<file path="config.mk">
export PLATFORM = sky130hd
export DESIGN_NAME = cart_rom_loader
export DESIGN_NICKNAME = d
export VERILOG_FILES = /design/src/rtl/cart_pkg.sv /design/src/rtl/bram_byte_writer.sv /design/src/rtl/cart_rom_loader.sv
export SDC_FILE = /design/constraint.sdc
export NUM_CORES = 1
export LEC_CHECK = 0
export BUFFER_PORTS_ARGS = -buffer_cell sky130_fd_sc_hd__buf_2
export CAP_MARGIN = 20
export CORE_AREA = 2 2 147 149
export CTS_CLUSTER_DIAMETER = 200
export DETAILED_ROUTE_END_ITERATION = 16
export DIE_AREA = 0 0 149 151
export HOLD_SLACK_MARGIN = 0.15
export PLACE_DENSITY = 0.65
export SYNTH_ARGS = -nofsm -noshare
export SYNTH_HDL_FRONTEND = slang
export SYNTH_HIERARCHICAL = 1
export SYNTH_SLANG_ARGS = --single-unit
</file>
<file path="constraint.sdc">
create_clock -name clk -period 3.3 [get_ports clk]
set_clock_uncertainty 0.05 [all_clocks]
set_input_delay 0.165 -clock clk [delete_from_list [all_inputs] [get_ports clk]]
set_output_delay 0.165 -clock clk [all_outputs]
set_load 0.005 [all_outputs]
</file>
<file path="src/rtl/cart_pkg.sv">
`default_nettype none
// ============================================================================
// Module   : cart_pkg
// Brief    : Shared types and constants for the iNES cartridge loader.
// Revision : 1.0
// ============================================================================
package cart_pkg;

    typedef enum logic [2:0] {
        ST_IDLE  = 3'd0,
        ST_HDR   = 3'd1,
        ST_TRAIN = 3'd2,
        ST_PRG   = 3'd3,
        ST_CHR   = 3'd4,
        ST_DONE  = 3'd5,
        ST_ERR   = 3'd6
    } loader_state_t;

    localparam int CNT_W = 20;

    // "NES\x1A" with header byte 0 in the least significant lane
    localparam logic [31:0] INES_MAGIC = 32'h1A53_454E;

    localparam logic [CNT_W-1:0] HDR_MAGIC_LEN = 20'd4;
    localparam logic [CNT_W-1:0] HDR_PRG_UNITS = 20'd4;
    localparam logic [CNT_W-1:0] HDR_CHR_UNITS = 20'd5;
    localparam logic [CNT_W-1:0] HDR_FLAGS6    = 20'd6;
    localparam logic [CNT_W-1:0] HDR_FLAGS7    = 20'd7;
    localparam logic [CNT_W-1:0] HDR_LAST      = 20'd15;

    localparam int PRG_UNIT_BYTES = 16384;
    localparam int CHR_UNIT_BYTES = 8192;
    localparam int TRAINER_BYTES  = 512;

    localparam int CFG_MIRRORV     = 0;
    localparam int CFG_BATTERY     = 1;
    localparam int CFG_FOUR_SCREEN = 3;
    localparam int CFG_MAPPER_LSB  = 8;
    localparam int CFG_CART_INIT   = 31;

    localparam logic [31:0] CFG_RESET = 32'h8000_0000;

    function automatic logic is_pow2(input logic [7:0] v);
        return (v != 8'd0) && ((v & (v - 8'd1)) == 8'd0);
    endfunction

endpackage
`default_nettype wire

</file>
<file path="src/rtl/bram_byte_writer.sv">
`default_nettype none
// ============================================================================
// Module   : bram_byte_writer
// Brief    : Turns one accepted byte into a single-lane 32-bit BRAM write.
// Revision : 1.0
// ============================================================================
module bram_byte_writer
    import cart_pkg::*;
(
    input  logic             clk,
    input  logic             rst,
    input  logic             i_wr_valid,
    input  logic [CNT_W-1:0] i_wr_idx,
    input  logic [7:0]       i_wr_byte,
    output logic [31:0]      o_addr,
    output logic [31:0]      o_din,
    output logic [3:0]       o_we,
    output logic             o_en
);

    logic             r_valid;
    logic [CNT_W-1:0] r_idx;
    logic [7:0]       r_byte;

    always_ff @(posedge clk) begin
        if (rst) begin
            r_valid <= 1'b0;
            r_idx   <= '0;
            r_byte  <= 8'd0;
        end else begin
            r_valid <= i_wr_valid;
            r_idx   <= i_wr_idx;
            r_byte  <= i_wr_byte;
        end
    end

    assign o_addr = {{(34-CNT_W){1'b0}}, r_idx[CNT_W-1:2]};
    assign o_din  = {4{r_byte}};
    assign o_we   = r_valid ? (4'b0001 << r_idx[1:0]) : 4'b0000;
    assign o_en   = r_valid;

endmodule
`default_nettype wire

</file>
<file path="src/rtl/cart_rom_loader.sv">
`default_nettype none
// ============================================================================
// Module   : cart_rom_loader
// Brief    : Parses an iNES byte stream and loads PRG/CHR BRAMs for mapper 0.
// Revision : 1.0
// ============================================================================
module cart_rom_loader
    import cart_pkg::*;
#(
    parameter int PRG_MAX_UNITS = 2,
    parameter int CHR_MAX_UNITS = 1
) (
    input  logic        clk,
    input  logic        rst,
    input  logic        start,
    input  logic [7:0]  s_data,
    input  logic        s_valid,
    output logic        s_ready,
    output logic [31:0] prg_addr,
    output logic [31:0] prg_din,
    output logic [3:0]  prg_we,
    output logic        prg_en,
    output logic [31:0] chr_addr,
    output logic [31:0] chr_din,
    output logic [3:0]  chr_we,
    output logic        chr_en,
    output logic [31:0] mapper_config,
    output logic [31:0] PRG_mask,
    output logic [31:0] CHR_mask,
    output logic [31:0] PRGRAM_mask,
    output logic        busy,
    output logic        done,
    output logic        error
);

    localparam logic [7:0]       c_prg_max_units = 8'(PRG_MAX_UNITS);
    localparam logic [7:0]       c_chr_max_units = 8'(CHR_MAX_UNITS);
    localparam logic [CNT_W-1:0] c_trainer_last  = CNT_W'(TRAINER_BYTES - 1);

    loader_state_t    r_state;
    logic [CNT_W-1:0] r_cnt;
    logic [7:0]       r_prg_units;
    logic [7:0]       r_chr_units;
    logic [7:0]       r_flags6;
    logic [7:2]       r_flags7;
    logic             r_ready;
    logic             r_busy;
    logic             r_done;
    logic             r_error;
    logic [31:0]      r_cfg;
    logic [31:0]      r_prg_mask;
    logic [31:0]      r_chr_mask;
    logic [31:0]      r_prgram_mask;

    logic w_accept;
    logic w_magic_ok;
    logic w_prg_ok;
    logic w_chr_ok;
    logic w_hdr_ok;
    logic w_prg_wr;
    logic w_chr_wr;

    assign w_accept   = s_valid & r_ready;
    assign w_magic_ok = (s_data == INES_MAGIC[{r_cnt[1:0], 3'b000} +: 8]);
    assign w_prg_ok   = is_pow2(r_prg_units) && (r_prg_units <= c_prg_max_units);
    assign w_chr_ok   = (r_chr_units == 8'd0) ||
                        (is_pow2(r_chr_units) && (r_chr_units <= c_chr_max_units));
    // flags7[3:2] == 2'b10 marks an NES 2.0 header, which this loader does not parse
    assign w_hdr_ok   = w_prg_ok && w_chr_ok && (r_flags7[3:2] != 2'b10);
    assign w_prg_wr   = w_accept && (r_state == ST_PRG);
    assign w_chr_wr   = w_accept && (r_state == ST_CHR);

    always_ff @(posedge clk) begin
        if (rst) begin
            r_state       <= ST_IDLE;
            r_cnt         <= '0;
            r_prg_units   <= 8'd0;
            r_chr_units   <= 8'd0;
            r_flags6      <= 8'd0;
            r_flags7      <= 6'd0;
            r_ready       <= 1'b0;
            r_busy        <= 1'b0;
            r_done        <= 1'b0;
            r_error       <= 1'b0;
            r_cfg         <= CFG_RESET;
            r_prg_mask    <= 32'd0;
            r_chr_mask    <= 32'd0;
            r_prgram_mask <= 32'd0;
        end else begin
            case (r_state)
                ST_IDLE, ST_DONE, ST_ERR: begin
                    if (start) begin
                        r_state       <= ST_HDR;
                        r_cnt         <= '0;
                        r_ready       <= 1'b1;
                        r_busy        <= 1'b1;
                        r_done        <= 1'b0;
                        r_error       <= 1'b0;
                        r_cfg         <= CFG_RESET;
                        r_prg_mask    <= 32'd0;
                        r_chr_mask    <= 32'd0;
                        r_prgram_mask <= 32'd0;
                    end
                end
                ST_HDR: begin
                    if (w_accept) begin
                        r_cnt <= r_cnt + 1'b1;
                        case (r_cnt)
                            HDR_PRG_UNITS: r_prg_units <= s_data;
                            HDR_CHR_UNITS: r_chr_units <= s_data;
                            HDR_FLAGS6:    r_flags6    <= s_data;
                            HDR_FLAGS7:    r_flags7    <= s_data[7:2];
                            default:       ;
                        endcase
                        if ((r_cnt < HDR_MAGIC_LEN) && !w_magic_ok) begin
                            r_state <= ST_ERR;
                            r_ready <= 1'b0;
                            r_busy  <= 1'b0;
                            r_error <= 1'b1;
                        end else if (r_cnt == HDR_LAST) begin
                            r_cnt <= '0;
                            if (!w_hdr_ok) begin
                                r_state <= ST_ERR;
                                r_ready <= 1'b0;
                                r_busy  <= 1'b0;
                                r_error <= 1'b1;
                            end else begin
                                r_prg_mask <= 32'(r_prg_units) * 32'(PRG_UNIT_BYTES) - 32'd1;
                                r_chr_mask <= (r_chr_units != 8'd0)
                                            ? 32'(r_chr_units) * 32'(CHR_UNIT_BYTES) - 32'd1
                                            : 32'(CHR_UNIT_BYTES) - 32'd1;
                                r_prgram_mask <= r_flags6[1] ? 32'h0000_1FFF : 32'd0;
                                r_cfg <= CFG_RESET;
                                r_cfg[CFG_MAPPER_LSB +: 8]  <= {r_flags7[7:4], r_flags6[7:4]};
                                r_cfg[CFG_FOUR_SCREEN]      <= r_flags6[3];
                                r_cfg[CFG_BATTERY]          <= r_flags6[1];
                                r_cfg[CFG_MIRRORV]          <= r_flags6[0];
                                r_state <= r_flags6[2] ? ST_TRAIN : ST_PRG;
                            end
                        end
                    end
                end
                ST_TRAIN: begin
                    if (w_accept) begin
                        if (r_cnt == c_trainer_last) begin
                            r_cnt   <= '0;
                            r_state <= ST_PRG;
                        end else begin
                            r_cnt <= r_cnt + 1'b1;
                        end
                    end
                end
                ST_PRG: begin
                    if (w_accept) begin
                        if (r_cnt == r_prg_mask[CNT_W-1:0]) begin
                            r_cnt <= '0;
                            if (r_chr_units != 8'd0) begin
                                r_state <= ST_CHR;
                            end else begin
                                r_state              <= ST_DONE;
                                r_ready              <= 1'b0;
                                r_busy               <= 1'b0;
                                r_done               <= 1'b1;
                                r_cfg[CFG_CART_INIT] <= 1'b0;
                            end
                        end else begin
                            r_cnt <= r_cnt + 1'b1;
                        end
                    end
                end
                ST_CHR: begin
                    if (w_accept) begin
                        if (r_cnt == r_chr_mask[CNT_W-1:0]) begin
                            r_cnt                <= '0;
                            r_state              <= ST_DONE;
                            r_ready              <= 1'b0;
                            r_busy               <= 1'b0;
                            r_done               <= 1'b1;
                            r_cfg[CFG_CART_INIT] <= 1'b0;
                        end else begin
                            r_cnt <= r_cnt + 1'b1;
                        end
                    end
                end
                default: begin
                    r_state <= ST_IDLE;
                    r_ready <= 1'b0;
                    r_busy  <= 1'b0;
                end
            endcase
        end
    end

    bram_byte_writer u_prg_writer (
        .clk        (clk),
        .rst        (rst),
        .i_wr_valid (w_prg_wr),
        .i_wr_idx   (r_cnt),
        .i_wr_byte  (s_data),
        .o_addr     (prg_addr),
        .o_din      (prg_din),
        .o_we       (prg_we),
        .o_en       (prg_en)
    );

    bram_byte_writer u_chr_writer (
        .clk        (clk),
        .rst        (rst),
        .i_wr_valid (w_chr_wr),
        .i_wr_idx   (r_cnt),
        .i_wr_byte  (s_data),
        .o_addr     (chr_addr),
        .o_din      (chr_din),
        .o_we       (chr_we),
        .o_en       (chr_en)
    );

    assign s_ready       = r_ready;
    assign busy          = r_busy;
    assign done          = r_done;
    assign error         = r_error;
    assign mapper_config = r_cfg;
    assign PRG_mask      = r_prg_mask;
    assign CHR_mask      = r_chr_mask;
    assign PRGRAM_mask   = r_prgram_mask;

endmodule
`default_nettype wire

</file>
* Word level (Yosys, flattened, before mapping)
Cells that the tools add are included.
** Cells by class
- Add/subtract/negate cells :: 5
- Bitwise operators :: 4
- Order comparisons :: 3
- Shift operators :: 2
- Eq/ne operators :: 30
- Mux-type cells :: 75
- Reductions and logical operators :: 33
** Operator list (number)
- $mux W32 :: 19
- $mux W20 :: 10
- $pmux W32 S2 :: 3
- $pmux W20 S5 :: 1
- $eq A20 B3 Y1 const B :: 4
- $pmux W31 S2 :: 1
- $eq A20 B20 Y1 :: 2
- $mux W3 :: 11
- $shiftx A32 B6 Y8 const A :: 1
- $logic_not A8 Y1 :: 3
- $sub A22 B1 Y23 const B :: 1
- $mux W1 :: 22
- $ne A2 B2 Y1 const B :: 11
- $sub A21 B1 Y22 const B :: 1
- $add A20 B1 Y20 const B :: 1
- $eq A20 B4 Y1 const B :: 1
- $eq A20 B9 Y1 const B :: 1
- $lt A20 B3 Y1 const B :: 1
- $and A8 B8 Y8 :: 2
- $reduce_bool A8 Y1 :: 2
- $sub A8 B1 Y8 const B :: 2
- $pmux W3 S5 :: 1
- $mux W13 :: 1
- $reduce_and A3 Y1 :: 4
- other kinds (31) :: 46
** Storage, ports and cells
- Output and inout port bits :: 270
- Flip-flop bits (word level) :: 214
- Input port bits :: 12
- Word-level logic and storage cells :: 170

* Depth between registers and ports, before layout
Gate-level depths: netlist of the first run.
- Word-level depth :: 13
- Depth in mapped cells :: 13
- Mapped depth without buffers :: 11

* Hierarchy
The synthesis of the first run kept the hierarchy.
** By module, submodules not included
- cart_rom_loader :: times used 1, area each 5526.6 um^2, cells each 653, seq. area each 1741.7 um^2
- bram_byte_writer :: times used 2, area each 1337.5 um^2, cells each 122, seq. area each 580.6 um^2

* Worst setup path before layout of the first run
OpenSTA, ideal clock, no wires.
- Kind :: reg2reg
- From :: reg r_chr_units[2]
- To :: reg r_prg_mask[20], in the netlist PRG_mask[20]
- Required time :: 3.180 ns
- Data arrival time :: 2.922 ns
- Stages on the path, launching flop included :: 12
- Library setup time :: 0.070 ns
- Buffers on the path :: 1
- Path slack :: 0.258 ns
- Period minus slack after synthesis :: 3.042 ns
- Path through :: dfxtp_1 or3_1 or3_1 or3_1 ha_1 nor4b_1 a21oi_1 o31ai_1 nand4_2 buf_6 or3_1 a21oi_1
** Between the ends
- Cells in the longest elaborated chain, start to end :: 10
- Elaborated cells between the ends (all ways) :: 13
- Those cells by class :: 1 x add/sub; 1 x order compare; 1 x eq/ne; 1 x bitwise; 9 x reduce/logical
** Ends and longest elaborated chain
- from (decl) :: RTL line cart_rom_loader.sv:43 : logic [7:0] r_chr_units;
- from (signal assigned) :: RTL line cart_rom_loader.sv:110 : HDR_CHR_UNITS: r_chr_units <= s_data;
- $sub A8 B1 Y8 :: RTL line cart_pkg.sv:44 : return (v != 8'd0) && ((v & (v - 8'd1)) == 8'd0);
- $and A8 B8 Y8 :: RTL line cart_pkg.sv:44
- $logic_not A8 Y1 :: RTL line cart_pkg.sv:44
- $logic_and A1 B1 Y1 :: RTL line cart_pkg.sv:44
- $logic_and A1 B1 Y1 :: RTL line cart_rom_loader.sv:67 : (is_pow2(r_chr_units) && (r_chr_units <= c_chr_max_units));
- $logic_or A1 B1 Y1 * :: RTL line cart_rom_loader.sv:66 : assign w_chr_ok = (r_chr_units == 8'd0) ||
- $logic_and A1 B1 Y1 * (2 in a row) :: RTL line cart_rom_loader.sv:69 : assign w_hdr_ok = w_prg_ok && w_chr_ok && (r_flags7[3:2] != 2'b10);
- $ne A2 B2 Y1 (no line) *
- $reduce_and A6 Y1 (no line) *
- to (signal assigned) :: RTL line cart_rom_loader.sv:128 : r_prg_mask <= 32'(r_prg_units) * 32'(PRG_UNIT_BYTES) - 32'd1;
- to (decl) :: RTL line cart_rom_loader.sv:51 : logic [31:0] r_prg_mask;
Every way passes the cells marked *; elsewhere a longest branch is shown, timed or not.
A chain may end at the register's enable or synchronous reset.

* Worst setup path after layout of the first run
- From :: reg r_chr_units[2]
- To :: reg r_prg_mask[21], in the netlist PRG_mask[21]
Same word-level chain as after synthesis.

==> impl_metrics.toml, run 1 <==
[status]
status = "finished clean"

[timing]
fin_crit_sh_pct = 93.5
relSlewSlack_pct = 27.7
hold_viol_final = 0
finalSetupViolations = 0
fmax_mhz = 324
slew_viol_final = 0
worst_pin_slew_ns = 1.09
fin_setup_tns_ns = 0
fin_crit_ns = 3.09
rsz0062_at_grt = "no"

[synth]
yosys.area.top_type = "dfxtp_1"
synth_top_flop_cell = "dfxtp_1"
ys_seq_area_share_pct = 35.4
ys_top_cells_by_area = "dfxtp_1 35%, buf_4 20%, ha_1 3.7%"
syn_area_sq_um = 8200
synthCells = 897
synth_top_cell_area_share_pct = 35.4
yosys_warnings = 6
syn_area_per_cell_sq_um = 9.14
synth-seq-cells = 145
ys_types = 70
synth-edff-count = 0
synthArstFlopShare_pct = 0

[final_layout]
design_area_sq_um = 8880
drive_gt1_share_pct = 31.5
syn_to_final_growth_pct = 8.27
multiInputGateArea_sq_um = 3620
final_nets = 1007
stdcell_count = 1259
regArea_sq_um = 2900
nFillCells = 2064
antenna_cells = 0

[global_route]
grt-ovfl-total = 0
groute.usage.overall_pct = 15.7
grt_pass1_vias = 4990
antenna_found_initial = 1
grt_max_degree = 111
grt_pass1_wl_mm = 27.4

[worst_setup_path]
cp_max_fo = 16
worstSetupPathType = "reg2reg"
path_cells = "or3_1 -> or3_1 -> or3_1 -> ha_1 -> nor4b_2 -> a21oi_2 -> o31ai_2 -> nand4_2 -> buf_4 -> or3_1 -> a21oi_1"
r2r_cells = 11
required_ns = 3.59
r2r-start = "r_chr_units[2]$_SDFFE_PP0P_"
worst-path-buf-inv = 1
arrival_ns = 3.37
r2r_end = "PRG_mask[21]$_SDFFE_PP0P_"
reg2reg_slack_ns = 0.21
max_stage_delay_ns = 0.38
cp_top_family = "simple AND/OR/NAND/NOR gates"
crit_path_top_delay_cell = "or3_1"
cp-end-kind = "flip-flop"
crit_top_cell = "or3_1"
start_kind = "flip-flop"

[route]
drcViolationCount = 0
drtIter0Drc = 370
ant_nets = 0
vias = 5863
route.final.wire_length_mm = 18.4
dr.pass1.iters = 5
wl_per_cell_microns = 14.6
viasPerCell = 4.66

[clock_network]
cts.sinks = 145
clockBufferDepth = 2
cts_tree = "built"
cts_root_buffer = "clkbuf_16"
cts_made_buffers = 17
h-tree-depth = 4
cts_setup_buffers = 0
clock_latency_ns = 0.42
clk_pin_slew_ns = 0.06

[min_path]
min_from = "start"
whs_path_depth = 3
hold_class = "in2reg"
hold_end = "done$_SDFFE_PP0P_"

[power_and_ir_drop]
power.total_uw = 5260
p_leak_uw = 0.00435
vdd_drop_max_mv = 0.335
powerDensity_nw_per_um2 = 593

[die]
fp.dieW_microns = 149
row_count = 53
start_util_pct = 39.4
num_io_pins = 282
dieArea_sq_um = 22500
core_sq_um = 20800
die_height_microns = 151

[place]
place.gp.congestion = 0.896
io_buffers = 214
placed_area_sq_um = 8140
place_hpwl_mm = 13.4
placed_cells = 1219

[run]
drv_cap = 0
[worst max path at each step]
stage	from	end	slack, ns	cells past startpoint
final	r_chr_units[2]$_SDFFE_PP0P_	PRG_mask[21]$_SDFFE_PP0P_	0.21	11
after global routing	r_chr_units[2]$_SDFFE_PP0P_	mapper_config[10]$_SDFFE_PP0P_	0.01	12
after CTS	r_chr_units[2]$_SDFFE_PP0P_	PRG_mask[21]$_SDFFE_PP0P_	0.05	11
after detailed placement	r_chr_units[2]$_SDFFE_PP0P_	PRG_mask[21]$_SDFFE_PP0P_	0.05	11
after global placement	r_chr_units[2]$_SDFFE_PP0P_	PRG_mask[21]$_SDFFE_PP0P_	0.18	11
after floorplan	r_chr_units[2]$_SDFFE_PP0P_	PRG_mask[20]$_SDFFE_PP0P_	0.26	11
[cell usage in the layout, fill, tap and decap left out, drive strengths merged, types with 19 or more instances in the layout]
| cell type | instances |
|---|---|
| a21oi | 35 |
| buf | 233 |
| clkbuf | 24 |
| conb | 67 |
| dfxtp | 145 |
| ha | 24 |
| mux2i | 25 |
| nand2 | 53 |
| nand3 | 28 |
| nor2 | 65 |
| nor2b | 49 |
| or3 | 20 |
| xnor2 | 19 |
[cells in the mapped netlist (3+ instances only)]
cell	number
clkbuf_1	8
and2_1	3
conb_1	3
and3b_1	4
mux2i_1	25
buf_4	216
and3_1	5
o21ai_0	7
clkbuf_8	4
nand2_1	52
a21oi_1	34
nor2_1	65
xnor2_1	19
nor3b_1	8
inv_1	13
buf_2	12
nand3_1	28
buf_6	6
nand2b_1	3
xor2_1	15
nand4_1	14
and2b_1	14
nand3b_1	13
nor4_1	12
dfxtp_1	145
or3_1	19
nor3_1	13
and3_2	3
o31ai_1	12
ha_1	24
or3b_2	3
nor2b_1	29
nor2b_4	20
[registers in the layout (all words and copies together) (netlist names)]
name	count
r_state	3
u_prg_writer/o_en	1
u_prg_writer/r_byte	8
r_flags6	8
u_chr_writer/r_idx	20
mapper_config	12
busy	1
r_cnt	20
r_flags7	6
PRG_mask	10
r_chr_units	8
r_prg_units	8
CHR_mask	9
error	1
u_chr_writer/o_en	1
u_prg_writer/r_idx	20
u_chr_writer/r_byte	8
done	1
[per-layer routing]
metal	vias to the layer above	share of wire [%]	global-route usage [%]	routed length, microns
met2	229	47	25.2	8710
met5	-	0	0	0
met3	15	5.6	3.86	1030
met1	2743	46	20.9	8420
met4	0	1.4	5.29	257
li1	2876	-	-	-
[report_power, final]
part	switching, uW	internal, uW	leakage, uW
registers	116	1830	0.00117
clock network	735	1350	0.000311
logic	738	498	0.00287
total	1590	3670	0.00435
[layout make-up]
class | count | area share, %
repair buffers | 241 | 14.9
multi-input cells | 553 | 40.8
flip-flops and latches | 145 | 32.7
inverters | 13 | 0.550
clock buffers | 24 | 5.54
well taps | 275 | 3.87
clock inverters | 8 | 1.69
[worst min-delay path: stages]
cell and delay (ns):
buf_2 0.17, and2_1 0.22, nor3_1 0.07
[cell families (layout without fill, tap and decap cells)]
| kind of cell | count (synthesis) | count (layout) | synth area share [%] |
|---|---|---|---|
| compound gates | 79 | 79 | 6.47 |
| buf+inv | 263 | 286 | 23.6 |
| fa+ha+maj | 24 | 24 | 3.66 |
| other cells | 3 | 67 | 0.137 |
| mux | 26 | 26 | 3.19 |
| simple gates | 323 | 323 | 23.9 |
| flops | 145 | 145 | 35.4 |
| xor+xnor | 34 | 34 | 3.63 |
[through the flow]
step                utilization, %  hold slack [ns]  setup WS (ns)
global route                  42.6            0.207         0.0126
floorplan                        -            0.240          0.258
CTS                           42.5            0.175         0.0456
finish                        42.6            0.203          0.215
global placement              39.1            0.389          0.181
detailed placement            39.1            0.400         0.0545
[what timing repair did]
| item | CTS | global route |
|---|---|---|
| endpoints found under the hold margin | 45 | 0 |
| setup endpoints to repair | 0 | 31 |
| gates resized for setup | 0 | 4 |
| hold buffers | 8 | 0 |
Power figures use the tool's default switching activity.
==> inputs of run 2 (changes only) <==
--- a/config.mk
+++ b/config.mk
@@ -7,10 +7,10 @@
 export LEC_CHECK = 0
 export BUFFER_PORTS_ARGS = -buffer_cell sky130_fd_sc_hd__buf_2
 export CAP_MARGIN = 20
-export CORE_AREA = 2 2 147 149
+export CORE_AREA = 3 3 148 150
 export CTS_CLUSTER_DIAMETER = 200
 export DETAILED_ROUTE_END_ITERATION = 16
-export DIE_AREA = 0 0 149 151
+export DIE_AREA = 0 0 151 153
 export HOLD_SLACK_MARGIN = 0.15
 export PLACE_DENSITY = 0.65
 export SYNTH_ARGS = -nofsm -noshare
==> constraint.sdc (replaced) <==
create_clock -name clk -period 3.3 [get_ports clk]
set_clock_uncertainty 0.05 [all_clocks]
set_input_delay 0 -clock clk [delete_from_list [all_inputs] [get_ports clk]]
set_output_delay 0 -clock clk [all_outputs]
set_load 0.005 [all_outputs]
==> run 2 against run 1 <==
Against the previous run:
- clock power grew 2%
- via count is essentially flat
- design area grew 0.87%
- final cell count grew 0.56%
- largest cell class unchanged
- largest power group unchanged
==> impl_metrics.toml, run 2 (synthesized netlist as in run 1, its figures left out) <==
[status]
status = "finished clean"

[route]
wl_per_cell_microns = 14.9
vias = 5868
drtIter0Drc = 389
route.final.wire_length_mm = 18.9
viasPerCell = 4.64
dr.pass1.iters = 4
drcViolationCount = 0
ant_nets = 0

[timing]
fin_crit_ns = 3.15
fmax_mhz = 317
hold_viol_final = 0
relSlewSlack_pct = 52.9
fin_crit_sh_pct = 95.6
slew_viol_final = 0
fin_hold_ws_ns = 0.403
fin_setup_tns_ns = 0
worst_pin_slew_ns = 0.706
finalSetupViolations = 0

[die]
core_sq_um = 20800
start_util_pct = 39.4
dieArea_sq_um = 23100
fp.dieW_microns = 151
row_count = 53
num_io_pins = 282
die_height_microns = 153

[clock_network]
clk_pin_slew_ns = 0.06
cts_made_buffers = 17
clockBufferDepth = 2
cts_tree = "built"
cts_root_buffer = "clkbuf_16"
cts.sinks = 145
clock_latency_ns = 0.42
h-tree-depth = 4

[worst_setup_path]
max_stage_delay_ns = 0.38
r2r_cells = 11
crit_cells = 11
arrival_ns = 3.45
path_cells = "or3_1 -> or3_1 -> or3_1 -> ha_1 -> nor4b_2 -> a21oi_2 -> o31ai_2 -> nand4_2 -> buf_6 -> or3_1 -> a21oi_1"
required_ns = 3.60
cp-end-kind = "flip-flop"
worstSetupPathType = "reg2reg"
start_kind = "flip-flop"
cp_top_family = "simple AND/OR/NAND/NOR gates"
crit_top_cell = "or3_1"
worst-path-buf-inv = 1
cp_max_fo = 17
crit_path_top_delay_cell = "or3_1"

[power_and_ir_drop]
powerDensity_nw_per_um2 = 594
power.share.combinational_pct = 24.0
netSwitchingFraction_pct = 31.2
clockPowerShare_pct = 39.9
power.total_uw = 5320
p_sw_uw = 1660
vdd_drop_max_mv = 0.298
pwr-share-seq_pct = 36.1
p_int_uw = 3660
p_leak_uw = 0.00440

[final_layout]
syn_to_final_growth_pct = 9.21
drive_gt1_share_pct = 31.9
design_area_sq_um = 8960
top_regs = "r_cnt: 20 flops, u_chr_writer/r_idx: 20 flops, u_prg_writer/r_idx: 20 flops"
most-common-layout-cells = "213 x buf_2, 145 x dfxtp_1, 67 x conb_1"
layout_commonest_cell = "buf_2"
antenna_cells = 0
nFillCells = 2040
final_nets = 1014

[run]
drv_cap = 0

[min_path]
hold_class = "reg2reg"
whs_path_depth = 2

[place]
io_buffers = 214
place.gp.congestion = 0.914
placed_area_sq_um = 8160
place_hpwl_mm = 13.9

[global_route]
grt_pass1_wl_mm = 28.3
antenna_found_initial = 0
groute.usage.overall_pct = 15.6
grt_max_degree = 72
grt-ovfl-total = 0
grt_pass1_vias = 5165
-- run 2: cell count changes in the layout (fill, tap and decap cells not counted) --
cell	previous run	this run
buf_4	18	20
clkbuf_1	3	0
clkinv_4	2	4
clkbuf_8	4	2
buf_6	0	1
inv_8	0	2
inv_6	0	2
clkinvlp_4	1	0
dlygate4sd3_1	8	12
-- run 2: power by group through the flow --
stage	combinational, uW	sequential (uW)	clock [uW]
after CTS	1270	1920	2160
after global placement	1240	1960	0
after global routing	1410	1940	2230
after floorplan	1020	1940	0
after detailed placement	1250	1960	0
final	1280	1920	2120
-- run 2: layout make-up --
| class | instances | area, sq um | area share (%) |
|---|---|---|---|
| tap | 275 | 344 | 3.84 |
| clock buffer | 19 | 453 | 5.06 |
| inverter | 13 | 48.8 | 0.545 |
| timing repair buffer | 248 | 1390 | 15.5 |
| sequential | 145 | 2900 | 32.4 |
| multi-input combinational | 553 | 3620 | 40.4 |
| clock inverter | 13 | 200 | 2.23 |
-- run 2: routing by layer --
metal  routed length [microns]  GRT usage, %  vias up
li1                          -             -     2894
met1                      8530          21.0     2743
met2                      8920          24.9      215
met3                      1190          3.88       16
met4                       225          4.36        0
met5                         0             0        -
-- run 2: final timing paths --
check,from,slack [ns],endpoint
worst min-delay path,r_flags7[6]$_SDFFE_PP0P_,0.40,r_flags7[6]$_SDFFE_PP0P_
worst max-delay path,r_chr_units[2]$_SDFFE_PP0P_,0.15,PRG_mask[20]$_SDFFE_PP0P_
worst max register to register,r_chr_units[2]$_SDFFE_PP0P_,0.15,PRG_mask[20]$_SDFFE_PP0P_
worst min register to register,r_flags7[6]$_SDFFE_PP0P_,0.40,r_flags7[6]$_SDFFE_PP0P_
-- run 2: tightest hold or removal path: stages, from the launching register on --
cell and delay [ns]:
dfxtp_1 0.31, nand2_1 0.05, a21oi_1 0.05
-- run 2: what timing repair did --
action,in CTS,in global routing
endpoints found under the setup margin,0,30
hold buffers,12,0
hold endpoints to repair,76,0
gates resized for setup,0,5
setup buffers,0,0
-- run 2: per-stage QoR --
step | setup slack (ns) | std cells | util [%]
3_3_place_gp | 0.214 | 1222 | 39.2
5_1_grt | -0.0610 | 1266 | 43.0
2_1_floorplan | 0.258 | 961 | -
3_5_place_dp | 0.118 | 1222 | 39.2
4_1_cts | 0.0934 | 1266 | 42.9
6_report | 0.145 | 1266 | 43.0
